===== config.mk =====
export PLATFORM = sky130hd
export DESIGN_NAME = frontend_inst_queue_flat
export DESIGN_NICKNAME = d
export VERILOG_FILES = /design/src/rtl/frontend_inst_queue_pkg.sv /design/src/rtl/frontend_inst_queue_if.sv /design/src/rtl/frontend_inst_queue_ram.sv /design/src/rtl/frontend_inst_queue.sv /design/src/flat_wrapper.sv
export SDC_FILE = /design/constraint.sdc
export NUM_CORES = 2
export LEC_CHECK = 0
export CAP_MARGIN = 20
export CORE_UTILIZATION = 60
export CTS_CLUSTER_SIZE = 14
export DETAILED_ROUTE_END_ITERATION = 8
export DONT_BUFFER_PORTS = 1
export GPL_TIMING_DRIVEN = 1
export PLACE_DENSITY = 0.86
export SLEW_MARGIN = 30
export SYNTH_ARGS = -nofsm -noshare
export SYNTH_HDL_FRONTEND = slang
export SYNTH_HIERARCHICAL = 1
export SYNTH_SLANG_ARGS = --single-unit
export TNS_END_PERCENT = 5

===== constraint.sdc =====
create_clock -name clk -period 23.1 [get_ports clk]
set_input_delay 4.62 -clock clk [delete_from_list [all_inputs] [get_ports clk]]
set_output_delay 4.62 -clock clk [all_outputs]
set_load 0.05 [all_outputs]

===== src/rtl/frontend_inst_queue_pkg.sv =====
// Shared types and constants for the frontend instruction queue.
// Latency: n/a (types only).
// Backpressure: n/a (types only).
package frontend_inst_queue_pkg;

    localparam int DECODER_WIDTH    = 2;
    localparam int INST_QUEUE_DEPTH = 16;

    typedef logic [31:0] bus32_t;

    // One buffered fetch slot: instruction plus its prediction and exception tags.
    typedef struct packed {
        bus32_t          pc;
        bus32_t          inst;
        logic            pre_is_branch;
        logic            pre_is_branch_taken;
        bus32_t          pre_branch_addr;
        logic [5:0]      is_exception;
        logic [5:0][6:0] exception_cause;
    } inst_queue_entry_t;

endpackage


===== src/rtl/frontend_inst_queue_if.sv =====
// Fetch-to-decoder bundle around the instruction queue.
// Latency: n/a (wiring only).
// Backpressure: fetch_stall toward fetch, send_inst_en from the decoder.
// Ports: fetch_* slot inputs and fetch_stall; pc/inst/... output slots,
// out_valid, pause_buffer and send_inst_en. The master modport is the queue.
interface frontend_inst_queue_if;
    import frontend_inst_queue_pkg::*;

    logic   [DECODER_WIDTH-1:0]            fetch_valid;
    bus32_t [DECODER_WIDTH-1:0]            fetch_pc;
    bus32_t [DECODER_WIDTH-1:0]            fetch_inst;
    logic   [DECODER_WIDTH-1:0]            fetch_pre_is_branch;
    logic   [DECODER_WIDTH-1:0]            fetch_pre_is_branch_taken;
    bus32_t [DECODER_WIDTH-1:0]            fetch_pre_branch_addr;
    logic   [DECODER_WIDTH-1:0][5:0]       fetch_is_exception;
    logic   [DECODER_WIDTH-1:0][5:0][6:0]  fetch_exception_cause;
    logic                                  fetch_stall;

    logic   [DECODER_WIDTH-1:0]            send_inst_en;
    bus32_t [DECODER_WIDTH-1:0]            pc;
    bus32_t [DECODER_WIDTH-1:0]            inst;
    logic   [DECODER_WIDTH-1:0]            pre_is_branch;
    logic   [DECODER_WIDTH-1:0]            pre_is_branch_taken;
    bus32_t [DECODER_WIDTH-1:0]            pre_branch_addr;
    logic   [DECODER_WIDTH-1:0][5:0]       is_exception;
    logic   [DECODER_WIDTH-1:0][5:0][6:0]  exception_cause;
    logic   [DECODER_WIDTH-1:0]            out_valid;
    logic                                  pause_buffer;

    modport master (
        input  fetch_valid, fetch_pc, fetch_inst, fetch_pre_is_branch,
               fetch_pre_is_branch_taken, fetch_pre_branch_addr,
               fetch_is_exception, fetch_exception_cause, send_inst_en,
        output fetch_stall, pc, inst, pre_is_branch, pre_is_branch_taken,
               pre_branch_addr, is_exception, exception_cause, out_valid,
               pause_buffer
    );

    modport slave (
        output fetch_valid, fetch_pc, fetch_inst, fetch_pre_is_branch,
               fetch_pre_is_branch_taken, fetch_pre_branch_addr,
               fetch_is_exception, fetch_exception_cause, send_inst_en,
        input  fetch_stall, pc, inst, pre_is_branch, pre_is_branch_taken,
               pre_branch_addr, is_exception, exception_cause, out_valid,
               pause_buffer
    );

endinterface


===== src/rtl/frontend_inst_queue_ram.sv =====
// Entry storage: DEPTH x inst_queue_entry_t, 2 write ports, 2 async read ports.
// Latency: write visible on the read ports the cycle after the write edge.
// Backpressure: none; the caller decides when to write.
// Ports: clk, we/waddr/wdata per write port, raddr/rdata per read port.
module inst_queue_ram
    import frontend_inst_queue_pkg::*;
#(
    parameter int DEPTH = INST_QUEUE_DEPTH,
    parameter int AW    = $clog2(DEPTH)
) (
    input  logic              clk,
    input  logic              we0,
    input  logic [AW-1:0]     waddr0,
    input  inst_queue_entry_t wdata0,
    input  logic              we1,
    input  logic [AW-1:0]     waddr1,
    input  inst_queue_entry_t wdata1,
    input  logic [AW-1:0]     raddr0,
    input  logic [AW-1:0]     raddr1,
    output inst_queue_entry_t rdata0,
    output inst_queue_entry_t rdata1
);

    inst_queue_entry_t mem [DEPTH];

    // The two write addresses are always distinct (tail, tail+1), so the
    // ordering of the two writes never matters.
    always_ff @(posedge clk) begin
        if (we0) mem[waddr0] <= wdata0;
        if (we1) mem[waddr1] <= wdata1;
    end

    assign rdata0 = mem[raddr0];
    assign rdata1 = mem[raddr1];

endmodule


===== src/rtl/frontend_inst_queue.sv =====
// Dual-issue instruction queue between fetch and the backend decoder.
// Latency: 1 cycle push-to-output; outputs are a combinational read at head/head+1.
// Backpressure: fetch_stall when fewer than 2 free entries (pre-pop count);
// decoder retires in order via send_inst_en.
// Ports: clk, rst (async active-high), flush, bus (master modport).
// Optional INST_QUEUE_PERF_EN adds perf_full_cycles / perf_empty_cycles.
module frontend_inst_queue
    import frontend_inst_queue_pkg::*;
#(
    parameter int DEPTH = INST_QUEUE_DEPTH
) (
    input  logic                        clk,
    input  logic                        rst,
    input  logic                        flush,
    frontend_inst_queue_if.master       bus
`ifdef INST_QUEUE_PERF_EN
    ,
    output logic [31:0]                 perf_full_cycles,
    output logic [31:0]                 perf_empty_cycles
`endif
);

    localparam int AW = $clog2(DEPTH);
    localparam logic [AW:0] DEPTH_W = (AW+1)'(DEPTH);

    logic [AW-1:0]     head;
    logic [AW-1:0]     tail;
    logic [AW:0]       count;
    logic [AW:0]       free;
    logic              we0;
    logic              we1;
    logic [1:0]        n_push;
    logic              pop0;
    logic              pop1;
    logic [1:0]        n_pop;
    inst_queue_entry_t wr_ent [DECODER_WIDTH];
    inst_queue_entry_t rd_ent [DECODER_WIDTH];
    inst_queue_entry_t out_ent [DECODER_WIDTH];

    // Stall depends only on registered count, so it never waits on the
    // decoder's same-cycle pop decision.
    assign free            = DEPTH_W - count;
    assign bus.fetch_stall = (free < (AW+1)'(2));

    assign we0    = ~bus.fetch_stall & bus.fetch_valid[0];
    assign we1    = ~bus.fetch_stall & bus.fetch_valid[1];
    assign n_push = {1'b0, we0} + {1'b0, we1};

    assign bus.out_valid[0] = (count >= (AW+1)'(1));
    assign bus.out_valid[1] = (count >= (AW+1)'(2));
    assign bus.pause_buffer = (count == '0);

    // Slot 1 may only retire together with slot 0, keeping retirement in order.
    assign pop0  = bus.send_inst_en[0] & bus.out_valid[0];
    assign pop1  = pop0 & bus.send_inst_en[1] & bus.out_valid[1];
    assign n_pop = {1'b0, pop0} + {1'b0, pop1};

    always_comb begin
        for (int k = 0; k < DECODER_WIDTH; k++) begin
            wr_ent[k].pc                  = bus.fetch_pc[k];
            wr_ent[k].inst                = bus.fetch_inst[k];
            wr_ent[k].pre_is_branch       = bus.fetch_pre_is_branch[k];
            wr_ent[k].pre_is_branch_taken = bus.fetch_pre_is_branch_taken[k];
            wr_ent[k].pre_branch_addr     = bus.fetch_pre_branch_addr[k];
            wr_ent[k].is_exception        = bus.fetch_is_exception[k];
            wr_ent[k].exception_cause     = bus.fetch_exception_cause[k];
        end
    end

    inst_queue_ram #(
        .DEPTH (DEPTH),
        .AW    (AW)
    ) u_ram (
        .clk    (clk),
        .we0    (we0 & ~flush),
        .waddr0 (tail),
        .wdata0 (wr_ent[0]),
        .we1    (we1 & ~flush),
        .waddr1 (tail + AW'(1)),
        .wdata1 (wr_ent[1]),
        .raddr0 (head),
        .raddr1 (head + AW'(1)),
        .rdata0 (rd_ent[0]),
        .rdata1 (rd_ent[1])
    );

    always_ff @(posedge clk or posedge rst) begin
        if (rst) begin
            head  <= '0;
            tail  <= '0;
            count <= '0;
        end else if (flush) begin
            head  <= '0;
            tail  <= '0;
            count <= '0;
        end else begin
            head  <= head + AW'(n_pop);
            tail  <= tail + AW'(n_push);
            count <= count + (AW+1)'(n_push) - (AW+1)'(n_pop);
        end
    end

    // Invalid slots read stale storage, so they are masked to zero.
    always_comb begin
        bus.pc                  = '0;
        bus.inst                = '0;
        bus.pre_is_branch       = '0;
        bus.pre_is_branch_taken = '0;
        bus.pre_branch_addr     = '0;
        bus.is_exception        = '0;
        bus.exception_cause     = '0;
        for (int k = 0; k < DECODER_WIDTH; k++) begin
            out_ent[k]                 = bus.out_valid[k] ? rd_ent[k] : '0;
            bus.pc[k]                  = out_ent[k].pc;
            bus.inst[k]                = out_ent[k].inst;
            bus.pre_is_branch[k]       = out_ent[k].pre_is_branch;
            bus.pre_is_branch_taken[k] = out_ent[k].pre_is_branch_taken;
            bus.pre_branch_addr[k]     = out_ent[k].pre_branch_addr;
            bus.is_exception[k]        = out_ent[k].is_exception;
            bus.exception_cause[k]     = out_ent[k].exception_cause;
        end
    end

`ifdef INST_QUEUE_PERF_EN
    // Saturating occupancy counters; flush intentionally does not clear them.
    always_ff @(posedge clk or posedge rst) begin
        if (rst) begin
            perf_full_cycles  <= '0;
            perf_empty_cycles <= '0;
        end else begin
            if (bus.fetch_stall && perf_full_cycles != 32'hFFFF_FFFF)
                perf_full_cycles <= perf_full_cycles + 32'd1;
            if (bus.pause_buffer && perf_empty_cycles != 32'hFFFF_FFFF)
                perf_empty_cycles <= perf_empty_cycles + 32'd1;
        end
    end
`endif

endmodule


===== src/flat_wrapper.sv =====
// flat-port wrapper written by rule: the top's interface ports become plain ports
module frontend_inst_queue_flat import frontend_inst_queue_pkg::*;
#(
    parameter int DEPTH = INST_QUEUE_DEPTH
)
  (clk, rst, flush, bus_fetch_valid, bus_fetch_pc, bus_fetch_inst, bus_fetch_pre_is_branch, bus_fetch_pre_is_branch_taken, bus_fetch_pre_branch_addr, bus_fetch_is_exception, bus_fetch_exception_cause, bus_send_inst_en, bus_fetch_stall, bus_pc, bus_inst, bus_pre_is_branch, bus_pre_is_branch_taken, bus_pre_branch_addr, bus_is_exception, bus_exception_cause, bus_out_valid, bus_pause_buffer);
  frontend_inst_queue_if bus_i ();
  input  logic clk;
  input  logic rst;
  input  logic flush;
  input wire logic [$bits(bus_i.fetch_valid)-1:0] bus_fetch_valid;
  input wire logic [$bits(bus_i.fetch_pc)-1:0] bus_fetch_pc;
  input wire logic [$bits(bus_i.fetch_inst)-1:0] bus_fetch_inst;
  input wire logic [$bits(bus_i.fetch_pre_is_branch)-1:0] bus_fetch_pre_is_branch;
  input wire logic [$bits(bus_i.fetch_pre_is_branch_taken)-1:0] bus_fetch_pre_is_branch_taken;
  input wire logic [$bits(bus_i.fetch_pre_branch_addr)-1:0] bus_fetch_pre_branch_addr;
  input wire logic [$bits(bus_i.fetch_is_exception)-1:0] bus_fetch_is_exception;
  input wire logic [$bits(bus_i.fetch_exception_cause)-1:0] bus_fetch_exception_cause;
  input wire logic [$bits(bus_i.send_inst_en)-1:0] bus_send_inst_en;
  output wire logic [$bits(bus_i.fetch_stall)-1:0] bus_fetch_stall;
  output wire logic [$bits(bus_i.pc)-1:0] bus_pc;
  output wire logic [$bits(bus_i.inst)-1:0] bus_inst;
  output wire logic [$bits(bus_i.pre_is_branch)-1:0] bus_pre_is_branch;
  output wire logic [$bits(bus_i.pre_is_branch_taken)-1:0] bus_pre_is_branch_taken;
  output wire logic [$bits(bus_i.pre_branch_addr)-1:0] bus_pre_branch_addr;
  output wire logic [$bits(bus_i.is_exception)-1:0] bus_is_exception;
  output wire logic [$bits(bus_i.exception_cause)-1:0] bus_exception_cause;
  output wire logic [$bits(bus_i.out_valid)-1:0] bus_out_valid;
  output wire logic [$bits(bus_i.pause_buffer)-1:0] bus_pause_buffer;
  assign bus_i.fetch_valid = bus_fetch_valid;
  assign bus_i.fetch_pc = bus_fetch_pc;
  assign bus_i.fetch_inst = bus_fetch_inst;
  assign bus_i.fetch_pre_is_branch = bus_fetch_pre_is_branch;
  assign bus_i.fetch_pre_is_branch_taken = bus_fetch_pre_is_branch_taken;
  assign bus_i.fetch_pre_branch_addr = bus_fetch_pre_branch_addr;
  assign bus_i.fetch_is_exception = bus_fetch_is_exception;
  assign bus_i.fetch_exception_cause = bus_fetch_exception_cause;
  assign bus_i.send_inst_en = bus_send_inst_en;
  assign bus_fetch_stall = bus_i.fetch_stall;
  assign bus_pc = bus_i.pc;
  assign bus_inst = bus_i.inst;
  assign bus_pre_is_branch = bus_i.pre_is_branch;
  assign bus_pre_is_branch_taken = bus_i.pre_is_branch_taken;
  assign bus_pre_branch_addr = bus_i.pre_branch_addr;
  assign bus_is_exception = bus_i.is_exception;
  assign bus_exception_cause = bus_i.exception_cause;
  assign bus_out_valid = bus_i.out_valid;
  assign bus_pause_buffer = bus_i.pause_buffer;
  frontend_inst_queue #(.DEPTH(DEPTH)) u_core (.clk(clk), .rst(rst), .flush(flush), .bus(bus_i));
endmodule

==> results by group <==
Synth
  • Top post-synthesis cells by area: edfxtp_1, mux4_2, mux2_2
  • Mapped Area: 137,000 sq um
  • Simple-Gate Fraction of Synth Area: 2.07%
  • Synthesized Nets: 8,195
  • Syn Inst Count: 7,873
  • Ys flop type: edfxtp_1
  • Leading area contributor after synthesis: edfxtp_1
  • Synth Warn #: 6
  • FF+latch count, synth: 2,349
  • Post-synth EDFFs: 2,336
  • Synth Area in Compound Gates: 1.22%
  • Synth top area share: 51.1%
  • Largest family of logic cells by synthesized area: multiplexers
  • Mean Syn Cell Area: 17.4 sq um
  • Synth Area in XOR/XNOR: 0.0829%
  • Multiplexer area fraction after synthesis: 42.0%
  • Synth cell types: 44
  • Adder-cell share of the synthesized area: 0.220%
  • Post-synth ARST share: 0.553%
  • Commonest cells in the netlist: edfxtp_1, mux2_2, mux4_2
  • Register area share after synthesis: 51.3%

Status
  • Status: finished, final reports clean

Floorplanning
  • Die area: 231,000 sq um
  • Std cell rows: 175
  • Starting density of the core: 60.4%
  • Die width: 480 microns
  • Chip height: 480 microns
  • Io pins: 595
  • Core footprint: 227,000 sq um

GRT
  • GR Util All Layers: 37.3%
  • Global-route wire length before repair: 615,000 microns
  • Vias in the first global route: 86.4k
  • Met2 GRT Util: 58.5%
  • Largest net degree at the start of global routing: 134
  • Initial antenna violation count: 9
  • Total congestion overflow: 0
  • GR Util met3: 11.7%
  • Grt peak-use layer: met2
  • Met1 Resource Use GR: 46.6%

Pwr
  • Sw power: 6970 uW
  • Net Sw Frac: 40.5%
  • P_leak: 0.0454 uW
  • Clock network fraction of total power: 23.1%
  • Pint: 10,200 uW
  • Power share of the combinational group: 46.3%
  • Seq pwr share: 30.6%
  • Pwr Density: 117 nW/um^2
  • Worst IR Drop VDD: 176 uV

Worst setup path
  • Critical path's slowest cell: buf_4
  • CP Cell Sequence: buf_6 > buf_4 > buf_4 > buf_4 > mux4_2 > nor2b_1 > a211oi_1 > a21oi_1 > and2_1
  • Required time of the critical path: 18.48 ns
  • Critical path type: reg2out
  • Worst path arrival time: 6.34 ns
  • Worst Setup SP: u_core/head[0]
  • Worst R2R Setup Slack: 16.90 ns
  • Critical path endpoint category: primary output
  • Reg-to-reg startpoint: u_core/count[2]
  • Crit path to: bus_inst[19]
  • Most used cell, CP: buf_4
  • Max stage delay on crit path: 0.82 ns
  • Critical path peak fanout: 43
  • Crit path buf inv count: 4
  • R2r endpoint: u_core/u_ram/mem[10][53]
  • Crit path launch type: flip-flop
  • FF-to-FF path depth: 12
  • Top Family by Delay on Critical Path: buffers and inverters
  • WP depth: 9

Timing
  • Slew HR: 24.1%
  • Minimum clock period: 10.96 ns
  • Clock skew: 0.0757 ns
  • Worst Max-Slew Pin Slew: 1.14 ns
  • Fin crit share: 47.5%
  • Highest clock rate: 0.0912 GHz
  • Slew Viols, Final: 0
  • Setup TNS: 0 ns
  • Final setup vio count: 0
  • Final Hold Viols: 0
  • RSZ-0062 raised after global routing: no

CTS
  • Number of CTS-inserted buffers: 241
  • Reg clk slew, reported paths: 0.06 ns
  • Post-CTS Setup Bufs: 0
  • Clk Latency, worst-skew pair: 0.95 ns
  • Hold_buf cts: 0
  • Resized cells post-CTS: 0
  • TritonCTS clock tree: built
  • H-tree levels: 4
  • Clock Path Buffers: 3
  • Clock Tree Root: clkbuf_16
  • CTS sink cnt: 2,349

Place
  • Post-Place Cells: 10.1k
  • DP Wirelength: 229,000 microns
  • Gp weighted congestion: 0.835
  • Buffers on Ports: 0

Worst hold path
  • HP Class: reg2reg

Finish
  • Fill cells: 14.7k
  • Register area: 70,500 sq um
  • Multi-input gate area: 63,000 sq um
  • Total Nets Final: 7,676
  • Non-filler instance count after layout: 10.6k
  • Syn-to-layout area delta: 7.34%
  • Layout cell share with drive strength beyond 1: 56.2%

Detailed routing
  • ANT nets after route: 0
  • DRT iter0 DRCs: 12.0k
  • Routed len/inst: 40.9 microns
  • First drt pass iteration count: 6
  • Routed WL: 432,000 microns
  • Via count: 83.0k
  • Residual DRC: 0
  • Via-per-instance ratio: 7.84

Flow run
  • Max_cap viols: 0
## kinds of logic (layout without fill, tap and decap cells)
| group | after synthesis | in the layout |
|---|---|---|
| compound gates | 262 | 262 |
| xor+xnor | 13 | 13 |
| fa+ha+maj | 23 | 23 |
| buf+inv | 960 | 651 |
| flops | 2349 | 2349 |
| mux | 3802 | 3802 |
| other cells | 0 | 9 |
| simple gates | 464 | 464 |
## metrics by stage
stage                     util [%]  hold slack (ns)  cell area [sq um]  total power (uW)  setup WS (ns)
after global routing          64.8            0.706             147000             17600          11.70
after detailed placement      61.2            0.669             139000             13100          12.76
after global placement        61.0            0.624             139000             13000          12.77
after CTS                     64.7            0.674             147000             17100          11.74
final                         64.8            0.690             147000             17200          12.14
after floorplan                  -            0.553             137000             11600           6.58
## metal layers
layer	share of wire, %	vias up
met3	15	1537
met1	32	42706
met4	6.2	0
met2	46	7188
li1	-	31520
met5	0	-
## layout by cell type, fill, tap and decap left out, types with 7 or more instances in the layout
cell type	n
mux2i_1	129
nor2b_1	112
inv_1	10
nor2_1	7
edfxtp_1	2336
buf_6	10
o221ai_1	14
clkinvlp_4	9
a21oi_1	113
buf_4	124
a211oi_1	102
mux2_2	2336
nor2_4	9
mux4_2	1337
clkinv_16	10
buf_12	30
clkbuf_16	242
dfrtp_1	9
clkinv_1	62
diode_2	9
nand2_1	12
clkinv_2	51
clkbuf_1	43
bufinv_16	26
o22ai_4	9
ha_1	20
o22ai_1	7
buf_16	15
and2_1	296
## state kept, by name, summed over array words and instances, names as in the netlist
name,count
u_core/u_ram/mem,2336
u_core/count,5
u_core/head,4
u_core/tail,4
## tightest hold or removal path: stages (launching register included)
cell	delay, ns
dfrtp_1	0.45
xnor2_1	0.15
nor2_1	0.05
## how the worst min path moves through the flow
stage	slack [ns]	from	depth (start not counted)	to
4_1_cts	0.67	u_core/tail[3]	2	u_core/tail[3]
6_report	0.69	u_core/tail[3]	2	u_core/tail[3]
2_1_floorplan	0.55	u_core/head[3]	2	u_core/head[3]
3_5_place_dp	0.67	u_core/tail[3]	2	u_core/tail[3]
3_3_place_gp	0.62	u_core/tail[3]	2	u_core/tail[3]
5_1_grt	0.71	u_core/tail[3]	2	u_core/tail[3]
## area by class of cell
class,count,area share [%]
inverter,14,0.0458
multi-input combinational,4564,42.7
sequential,2349,47.8
tap,3009,2.55
clock buffer,285,4.22
antenna,9,0.0153
clock inverter,168,1.18
timing repair buffer,184,1.45
## power groups by stage
stage / Clock (uW) / Combinational, uW / Sequential, uW
2_1_floorplan: 0 / 6190 / 5380
3_3_place_gp: 0 / 7660 / 5310
3_5_place_dp: 0 / 7800 / 5330
4_1_cts: 3980 / 7840 / 5250
5_1_grt: 4140 / 8170 / 5280
6_report: 3970 / 7960 / 5250
(Power assumes the default switching activity.)
